<file path="src/rtl/serial_addsub_if.sv">
// Handshake and operand/result bundle for serial_addsub.
// master = requester, slave = the serial adder/subtractor.
interface serial_addsub_if #(
  parameter int WIDTH = 8
);
  logic             start;
  logic             sub;
  logic             cin;
  logic [WIDTH-1:0] a;
  logic [WIDTH-1:0] b;
  logic             busy;
  logic             done;
  logic [WIDTH-1:0] sum;
  logic             carry_out;
  logic             ovf;

  modport master (
    output start, sub, cin, a, b,
    input  busy, done, sum, carry_out, ovf
  );

  modport slave (
    input  start, sub, cin, a, b,
    output busy, done, sum, carry_out, ovf
  );
endinterface

</file>
<file path="src/rtl/serial_addsub.sv">
// Digit-serial adder/subtractor: DIGIT bits per cycle over WIDTH/DIGIT cycles.
// Optional signed-overflow flag built when SERIAL_ADDSUB_OVF_EN is defined.
//
// state  | meaning
// S_IDLE | waiting for start, last result held
// S_RUN  | one digit added per cycle, busy high
// S_DONE | one-cycle done pulse, result valid; start here chains the next op
module serial_addsub #(
  parameter int WIDTH = 8,
  parameter int DIGIT = 1
) (
  input  logic           clk,
  input  logic           rstn,
  serial_addsub_if.slave bus
);
  localparam int N  = WIDTH / DIGIT;
  localparam int CW = (N > 1) ? $clog2(N) : 1;

  typedef enum logic [1:0] {
    S_IDLE = 2'd0,
    S_RUN  = 2'd1,
    S_DONE = 2'd2
  } state_t;

  state_t           state;
  logic [WIDTH-1:0] a_sr;
  logic [WIDTH-1:0] b_sr;
  logic             cy;
  logic [CW-1:0]    cnt;
  logic [WIDTH-1:0] sum_q;
  logic             co_q;
  logic             busy_q;
  logic             done_q;

  logic [DIGIT:0]         c;
  logic [DIGIT-1:0]       s;
  logic [WIDTH+DIGIT-1:0] sum_cat;
  logic [WIDTH-1:0]       sum_nxt;
  logic                   last_digit;

  // Ripple of DIGIT full adders over the low digit of both operand registers
  always_comb begin
    c    = '0;
    s    = '0;
    c[0] = cy;
    for (int i = 0; i < DIGIT; i++) begin
      s[i]   = a_sr[i] ^ b_sr[i] ^ c[i];
      c[i+1] = (a_sr[i] & b_sr[i]) | (c[i] & (a_sr[i] ^ b_sr[i]));
    end
  end

  assign sum_cat    = {s, sum_q};
  assign sum_nxt    = sum_cat[WIDTH+DIGIT-1:DIGIT];
  assign last_digit = (cnt == CW'(N - 1));

`ifdef SERIAL_ADDSUB_OVF_EN
  logic ovf_q;

  always_ff @(posedge clk or negedge rstn) begin
    if (!rstn) begin
      ovf_q <= 1'b0;
    end else if ((state != S_RUN) && bus.start) begin
      ovf_q <= 1'b0;
    end else if ((state == S_RUN) && last_digit) begin
      // carry into the MSB vs carry out of the MSB on the final digit
      ovf_q <= c[DIGIT] ^ c[DIGIT-1];
    end
  end

  assign bus.ovf = ovf_q;
`else
  assign bus.ovf = 1'b0;
`endif

  always_ff @(posedge clk or negedge rstn) begin
    if (!rstn) begin
      state  <= S_IDLE;
      a_sr   <= '0;
      b_sr   <= '0;
      cy     <= 1'b0;
      cnt    <= '0;
      sum_q  <= '0;
      co_q   <= 1'b0;
      busy_q <= 1'b0;
      done_q <= 1'b0;
    end else begin
      case (state)
        S_IDLE, S_DONE: begin
          done_q <= 1'b0;
          if (bus.start) begin
            // subtract runs as a + ~b + !cin
            a_sr   <= bus.a;
            b_sr   <= bus.b ^ {WIDTH{bus.sub}};
            cy     <= bus.cin ^ bus.sub;
            cnt    <= '0;
            sum_q  <= '0;
            co_q   <= 1'b0;
            busy_q <= 1'b1;
            state  <= S_RUN;
          end else begin
            state  <= S_IDLE;
          end
        end
        S_RUN: begin
          a_sr  <= a_sr >> DIGIT;
          b_sr  <= b_sr >> DIGIT;
          cy    <= c[DIGIT];
          sum_q <= sum_nxt;
          cnt   <= cnt + CW'(1);
          if (last_digit) begin
            co_q   <= c[DIGIT];
            busy_q <= 1'b0;
            done_q <= 1'b1;
            state  <= S_DONE;
          end
        end
        default: begin
          busy_q <= 1'b0;
          done_q <= 1'b0;
          state  <= S_IDLE;
        end
      endcase
    end
  end

  assign bus.busy      = busy_q;
  assign bus.done      = done_q;
  assign bus.sum       = sum_q;
  assign bus.carry_out = co_q;
endmodule
</file>
<file path="src/flat_wrapper.sv">
// flat-port wrapper written by rule: the top's interface ports become plain ports
module serial_addsub_flat 
#(
  parameter int WIDTH = 8,
  parameter int DIGIT = 1
)
  (clk, rstn, bus_start, bus_sub, bus_cin, bus_a, bus_b, bus_busy, bus_done, bus_sum, bus_carry_out, bus_ovf);
  serial_addsub_if #(.WIDTH(WIDTH)) bus_i ();
  input  logic clk;
  input  logic rstn;
  input wire logic [$bits(bus_i.start)-1:0] bus_start;
  input wire logic [$bits(bus_i.sub)-1:0] bus_sub;
  input wire logic [$bits(bus_i.cin)-1:0] bus_cin;
  input wire logic [$bits(bus_i.a)-1:0] bus_a;
  input wire logic [$bits(bus_i.b)-1:0] bus_b;
  output wire logic [$bits(bus_i.busy)-1:0] bus_busy;
  output wire logic [$bits(bus_i.done)-1:0] bus_done;
  output wire logic [$bits(bus_i.sum)-1:0] bus_sum;
  output wire logic [$bits(bus_i.carry_out)-1:0] bus_carry_out;
  output wire logic [$bits(bus_i.ovf)-1:0] bus_ovf;
  assign bus_i.start = bus_start;
  assign bus_i.sub = bus_sub;
  assign bus_i.cin = bus_cin;
  assign bus_i.a = bus_a;
  assign bus_i.b = bus_b;
  assign bus_busy = bus_i.busy;
  assign bus_done = bus_i.done;
  assign bus_sum = bus_i.sum;
  assign bus_carry_out = bus_i.carry_out;
  assign bus_ovf = bus_i.ovf;
  serial_addsub #(.WIDTH(WIDTH), .DIGIT(DIGIT)) u_core (.clk(clk), .rstn(rstn), .bus(bus_i));
endmodule
</file>
<file path="config.mk">
export PLATFORM = sky130hd
export DESIGN_NAME = serial_addsub_flat
export DESIGN_NICKNAME = d
export VERILOG_FILES = /design/src/rtl/serial_addsub_if.sv /design/src/rtl/serial_addsub.sv /design/src/flat_wrapper.sv
export SDC_FILE = /design/constraint.sdc
export NUM_CORES = 1
export LEC_CHECK = 0
export CORE_MARGIN = 2
export CORE_UTILIZATION = 33
export DETAILED_ROUTE_END_ITERATION = 12
export PLACE_DENSITY = 0.66
export SETUP_SLACK_MARGIN = 0.02
export SLEW_MARGIN = 5
export SYNTH_ARGS = -nofsm -noshare
export SYNTH_HDL_FRONTEND = slang
export SYNTH_SLANG_ARGS = --single-unit
</file>
<file path="constraint.sdc">
create_clock -name clk -period 3.4 [get_ports clk]
set_input_delay 1.02 -clock clk [delete_from_list [all_inputs] [get_ports clk]]
set_output_delay 1.02 -clock clk [all_outputs]
set_load 0.02 [all_outputs]
</file>
After elaboration in Yosys (flattened, before gate mapping). Index checks and enable logic that the tools add are counted.

Bits in registers: 33. Latch bits: 0. Memory bits (writable): 0. Bits in read-only memories: 0. Output and inout bits: 12. Logic and storage cells: 49. Memories kept: 0.

Add/sub/neg operators: 1. Multipliers: 0. Divide/modulo/power cells: 0. Magnitude comparators: 0. Equal/unequal tests: 5. Shifts and indexed selects: 0. Mux-type cells: 21. Bitwise operators: 7. Reductions and logical operators: 6.

Operators by type and width (count): $pmux 8 s2 (3); $mux 8 (3); $mux 1 (8); $xor 8x8->8 (1); $pmux 1 s2 (3); $pmux 3 s2 (1); $pmux 2 s2 (1); $reduce_and 2->1 (2); $add 3x1->3 const B (1); $eq 3x3->1 const B (1); $mux 3 (1); $reduce_and 3->1 (1); $xor 1x1->1 (3); $and 1x1->1 (2); $eq 2x1->1 const B (1); $eq 2x2->1 const B (1); $logic_not 2->1 (1); $mux 2 (1); $ne 2x1->1 const B (1); $ne 2x2->1 const B (1); $reduce_bool 2->1 (1); $reduce_or 2->1 (1); $or 1x1->1 (1).

Longest topological paths before layout. Gate-level depths: netlist of run 1.

Depth after elaboration: 5. Gate-level depth with buffers: 5. Depth with buffers taken out: 5.

Worst setup path before layout of run 1. OpenSTA, ideal clock, no wires.

Path type: input -> register. Start: in bus_sub. End: reg u_core.b_sr[0]. Library setup time: 126 ps. Arrival time: 1656 ps. Required time: 3274 ps. Setup slack: 1618 ps. Stages: 4. Path buffers: 1. Path through: buf_2 -> xnor2_1 -> nor2_1 -> a221o_1.

Longest elaborated chain between the ends: 3.

RTL lines: start, declared (line flat_wrapper.sv:12) `input wire logic [$bits(bus_i.sub)-1:0] bus_sub;`; $xor 8x8->8 (line serial_addsub.sv:93) `b_sr <= bus.b ^ {WIDTH{bus.sub}};`; $mux 8 (line serial_addsub.sv:90) `if (bus.start) begin`; $pmux 8 s2 (line serial_addsub.sv:87) `case (state)`; end signal, assigned (line serial_addsub.sv:93); end signal, assigned (line serial_addsub.sv:106) `b_sr <= b_sr >> DIGIT;`; end, declared (line serial_addsub.sv:27) `logic [WIDTH-1:0] b_sr;`.

Every way passes these cells. The select of a mux whose other input is x is not followed. A chain may end at the register's enable or synchronous reset.

==> flow_summary.toml, run 1 <==
[die]
die_w_um = 70.5
die_h_um = 70.5
initial_core_util_pct = 33.8
rows = 24
dieArea_um2 = 4980
io_pins = 33
core_um2 = 4320

[timing]
finalCritPeriodShare_pct = 69.6
fin_crit_ps = 2370
setup_ws_ps = 1030
final-setup-viol-count = 0
slew_headroom_pct = 56.7
tightest_slew_ps = 648
grt_setup_unrepaired = "no"
hold_violations = 0
fin_setup_tns_ps = 0
fmax_mhz = 423
fin_skew_ps = 2.62
drv_slew = 0

[detailed_routing]
drt_iter0_markers = 48
drc = 0
wirelength_um = 2800
wl_per_cell_um = 13.7
vias_per_cell = 5.10
postRouteAntennaNets = 0
vias = 1041
firstDrtPassIters = 4

[cts]
hold_buffers = 0
cts_sinks = 32
cts_tree = "yes"
cts_buffers = 5
root_buffer = "clkbuf_8"
clockBufferDepth = 2
cts_resized = 0
post_cts_buffers = 0
clk_latency_ps = 270
clkTransAtPathRegs_ps = 60
cts_htree_levels = 2

[power]
peakVddDrop_v = 0.000465
p_leak_uw = 0.000817
power_frac_comb_pct = 42.5
swShare_pct = 36.6
seqPwrFrac_pct = 41.1
net-switching-power_uw = 590
clkPwrFrac_pct = 16.4
intPower_uw = 1020
p_per_area_nw_per_um2 = 877

[critical_path]
worstSetupPathDepth = 1
worstSetupStartpointType = "flip-flop"
end_kind = "output port"
crit_required_ps = 2380
critPathBufInv = 1
crit_family = "buffers and inverters"
startpoint = "u_core.state[1]"
critPathKind = "reg -> out"
cp-endpoint = "bus_done"
crit_slowest_cell = "clkdlybuf4s50_1"
r2r-end = "u_core.b_sr[0]"
reg2reg_depth = 3
worstPathCellList = "clkdlybuf4s50_1"
r2r-start = "u_core.state[0]"
cp_slowest_stage_delay_ps = 640
r2r_slack_ps = 1780
cp_max_fo = 5
cp.arrival_ps = 1350

[worst_hold_path]
worstHoldPathType = "reg -> reg"

[global_routing]
grt_max_degree = 33
antenna_found_initial = 0
grt_use_total_pct = 12.4
grt_pass1_wl_um = 4780
grt_overflow = 0
grt_pass1_vias = 981

[placed_design]
dp.cells = 197
dp_slack_ps = 905
gp_routability_congestion = 0.740
port_buffers = 31
dp.final_hpwl_um = 2000

[cells_and_area]
regArea_um2 = 801
nNetsFinal = 176
num_antenna_cells = 0
multiInputGateArea_um2 = 563
utilization_pct = 42.5
fill_cells = 409
finalNonFillerCells = 204
syn_to_final_growth_pct = 25.9
drive_gt1_share_pct = 6.58

[synthesis]
synth_top_area_share_pct = 54.8
yosys-top-cells-area = "dfrtp_1, a22o_1, a221o_1"
yosys.area.top_type = "dfrtp_1"
synth-edff-count = 0
yosysWarnings = 0
syn-num-nets = 147
ys_seq_elements = 32
avgSynthCellArea_um2 = 11.9
async_reset_ff_share_pct = 100
ys_types = 27
synth_most_common_cell = "dfrtp_1"
syn_inst = 123
syn_area_um2 = 1460
synth_seq_area_share_pct = 54.8
synth_commonest_cells = "dfrtp_1, a22o_1, nor2_1, a221o_1, nand3_1"
ys.flop_type = "dfrtp_1"

[flow_run]
drv_cap = 0

[run_status]
status = "completed"
==> area by class of cell <==
| class | count | share of cell area [%] |
|---|---|---|
| flip-flops and latches | 32 | 43.5 |
| multi-input cells | 77 | 30.6 |
| repair buffers | 32 | 17.3 |
| clock buffers | 6 | 3.95 |
| well taps | 52 | 3.54 |
| inverters | 4 | 0.816 |
| clock inverters | 1 | 0.272 |
==> flip-flops by register name (all words and copies together) (netlist names) <==
register              flops
u_core.a_sr               8
u_core.b_sr               8
u_core.bus.sum            8
u_core.cnt                3
u_core.state              2
u_core.bus.busy           1
u_core.bus.carry_out      1
u_core.cy                 1
==> per-stage QoR <==
step	total power, uW	instance area, um2	hold WS (ps)
after floorplan	1180	1460	466
after global placement	1330	1760	486
after detailed placement	1360	1760	488
after CTS	1630	1840	503
after global routing	1740	1840	533
final	1610	1840	500
==> layout by cell type, fill, tap and decap left out, types with 2 or more instances in the layout <==
| cell | count |
|---|---|
| xor2_1 | 2 |
| a22oi_1 | 6 |
| clkdlybuf4s50_1 | 31 |
| nand3_1 | 8 |
| ha_1 | 2 |
| nor2_1 | 10 |
| a221o_1 | 8 |
| nand2_1 | 7 |
| dfrtp_1 | 32 |
| a22o_1 | 11 |
| xnor2_1 | 7 |
| o21ai_0 | 5 |
| clkbuf_8 | 5 |
| inv_1 | 4 |
==> routing by layer <==
metal  part of all wire (%)  track usage (%)  wire (um)
met1                     50             17.1       1390
met2                     44             18.6       1240
met3                    5.0             4.70        140
met4                   0.96             3.14         27
met5                      0                0          0
==> how the worst min path moves through the flow <==
stage / cells after the start / slack [ps] / start / endpoint
finish: 2 / 500 / u_core.a_sr[2] / u_core.a_sr[2]
global route: 1 / 530 / u_core.cnt[1] / u_core.cnt[1]
CTS: 2 / 500 / u_core.a_sr[2] / u_core.a_sr[2]
detailed placement: 1 / 490 / u_core.a_sr[7] / u_core.a_sr[7]
global placement: 1 / 490 / u_core.cnt[0] / u_core.cnt[0]
floorplan: 1 / 470 / u_core.cnt[0] / u_core.cnt[0]
==> power by group through the flow <==
stage                     Clock [uW]  Combinational (uW)  Sequential (uW)
after detailed placement           0                 695              665
after floorplan                    0                 480              701
final                            264                 686              663
after CTS                        274                 697              662
after global routing             289                 764              685
after global placement             0                 671              655
==> kinds of logic after synthesis <==
group,share of synthesized area (%)
compound gates,17.9
xor+xnor,5.39
fa+ha+maj,3.08
buf+inv,6.68
flops,54.8
other cells,0.257
simple gates,11.9
Note: power is estimated with default switching activity, not from simulation.
==> run 2, diff against run 1 <==
==> constraint.sdc (replaced) <==
create_clock -name clk -period 2.2 [get_ports clk]
set_input_delay 0.66 -clock clk [delete_from_list [all_inputs] [get_ports clk]]
set_output_delay 0.66 -clock clk [all_outputs]
set_load 0.02 [all_outputs]
==> flow_summary.toml, run 2 (synthesis results as in run 1) <==
[cells_and_area]
syn_to_final_growth_pct = 28.7
regArea_um2 = 801
nNetsFinal = 177
multiInputGateArea_um2 = 563
final_cell_mix = "dfrtp_1, clkdlybuf4s50_1, a22o_1"
num_antenna_cells = 0
fin_area_um2 = 1880
drive_gt1_share_pct = 8.44
fill_cells = 414
final_common_cell = "dfrtp_1"

[power]
net-switching-power_uw = 939
swShare_pct = 35.5
clkPwrFrac_pct = 21.0
p_per_area_nw_per_um2 = 1410
intPower_uw = 1710
power_frac_comb_pct = 40.5
peakVddDrop_v = 0.000712
seqPwrFrac_pct = 38.4
p_leak_uw = 0.000834

[placed_design]
dp.final_hpwl_um = 1920
gp_routability_congestion = 0.737
place_area_um2 = 1770
port_buffers = 31

[die]
io_pins = 33
initial_core_util_pct = 33.8
core_um2 = 4320
die_w_um = 70.5
rows = 24
die_h_um = 70.5
dieArea_um2 = 4980

[cts]
hold_buffers = 0
cts_tree = "yes"
post_cts_buffers = 0
clkTransAtPathRegs_ps = 70
clockBufferDepth = 2
root_buffer = "clkbuf_8"
cts_sinks = 32
cts_resized = 0
clk_latency_ps = 280
cts_buffers = 5
cts_htree_levels = 2

[global_routing]
grt_pass1_vias = 1035
grt_pass1_wl_um = 4910
grt_max_degree = 33
antenna_found_initial = 0
grt_overflow = 0
grt_use_total_pct = 12.3

[detailed_routing]
wirelength_um = 2750
vias_per_cell = 4.99
postRouteAntennaNets = 0
drc = 0
wl_per_cell_um = 13.4
vias = 1027
firstDrtPassIters = 4
drt_iter0_markers = 66

[timing]
tightest_slew_ps = 672
slew_headroom_pct = 55.1
finalCritPeriodShare_pct = 91.3
fin_skew_ps = 7.88
fin_crit_ps = 2010
fin_setup_tns_ps = 0
fmax_mhz = 498
hold_violations = 0
drv_slew = 0
grt_setup_unrepaired = "no"
final-setup-viol-count = 0

[critical_path]
cp.arrival_ps = 1350
r2r_slack_ps = 540
critPathKind = "reg -> out"
cp_max_fo = 5
critPathBufInv = 1
crit_slowest_cell = "clkdlybuf4s50_1"
cp_slowest_stage_delay_ps = 630
worstSetupStartpointType = "flip-flop"
crit_family = "buffers and inverters"
crit_required_ps = 1540
end_kind = "output port"
worstPathCellList = "clkdlybuf4s50_1"

[run_status]
status = "completed"

[worst_hold_path]
worstHoldPathType = "reg -> reg"

[flow_run]
drv_cap = 0
run 2: changes by cell type in the layout (fill, tap and decap cells not counted):
cell        change
buf_4           +1
bufinv_16       +1
clkbuf_1        -1
clkinvlp_4      +1
run 2: worst register-to-register path, stage by stage (launching register included):
cell and delay (ps):
dfrtp_1 420, nor2b_4 610, nor2_8 170, a221o_1 340
run 2: cell type report:
| type | instances | share of cell area (%) |
|---|---|---|
| inverters | 4 | 0.798 |
| clock inverters | 3 | 2.26 |
| clock buffers | 5 | 3.66 |
| flip-flops and latches | 32 | 42.6 |
| well taps | 52 | 3.46 |
| repair buffers | 33 | 17.3 |
| multi-input cells | 77 | 29.9 |
run 2: routing by layer:
metal,share of wire [%],up-vias,GRT usage (%),wire length (um)
met5,0,-,0,0
met4,0,0,2.52,0
met3,6.0,0,4.56,164
met2,46,34,18.8,1270
met1,48,500,17.2,1310
li1,-,493,-,-
run 2: per-stage QoR:
stage | total power [uW] | hold WS [ps] | instances | setup slack [ps] | utilization (%)
after detailed placement | 2110 | 493 | 198 | 125 | 40.9
after CTS | 2670 | 509 | 206 | 178 | 43.5
after global placement | 2060 | 482 | 198 | 177 | 40.9
after floorplan | 1830 | 364 | 123 | 778 | -
final | 2650 | 505 | 206 | 190 | 43.5
after global routing | 2840 | 529 | 206 | 150 | 43.5
run 2: path summary, 6_finish.rpt:
kind	from	cells past startpoint	to
max	u_core.state[1]	1	bus_done
min	u_core.a_sr[7]	1	u_core.a_sr[7]
max reg2reg	u_core.state[0]	3	u_core.b_sr[2]
min reg2reg	u_core.a_sr[7]	1	u_core.a_sr[7]
max in group asynchronous	rstn	2	u_core.b_sr[0]
min in group asynchronous	rstn	2	u_core.bus.carry_out
run 2: power by group through the flow:
| stage | logic, uW | registers, uW | clock network, uW |
|---|---|---|---|
| 3_3_place_gp | 1050 | 1010 | 0 |
| 6_report | 1070 | 1020 | 557 |
| 3_5_place_dp | 1090 | 1020 | 0 |
| 2_1_floorplan | 742 | 1080 | 0 |
| 5_1_grt | 1190 | 1060 | 596 |
| 4_1_cts | 1090 | 1020 | 565 |
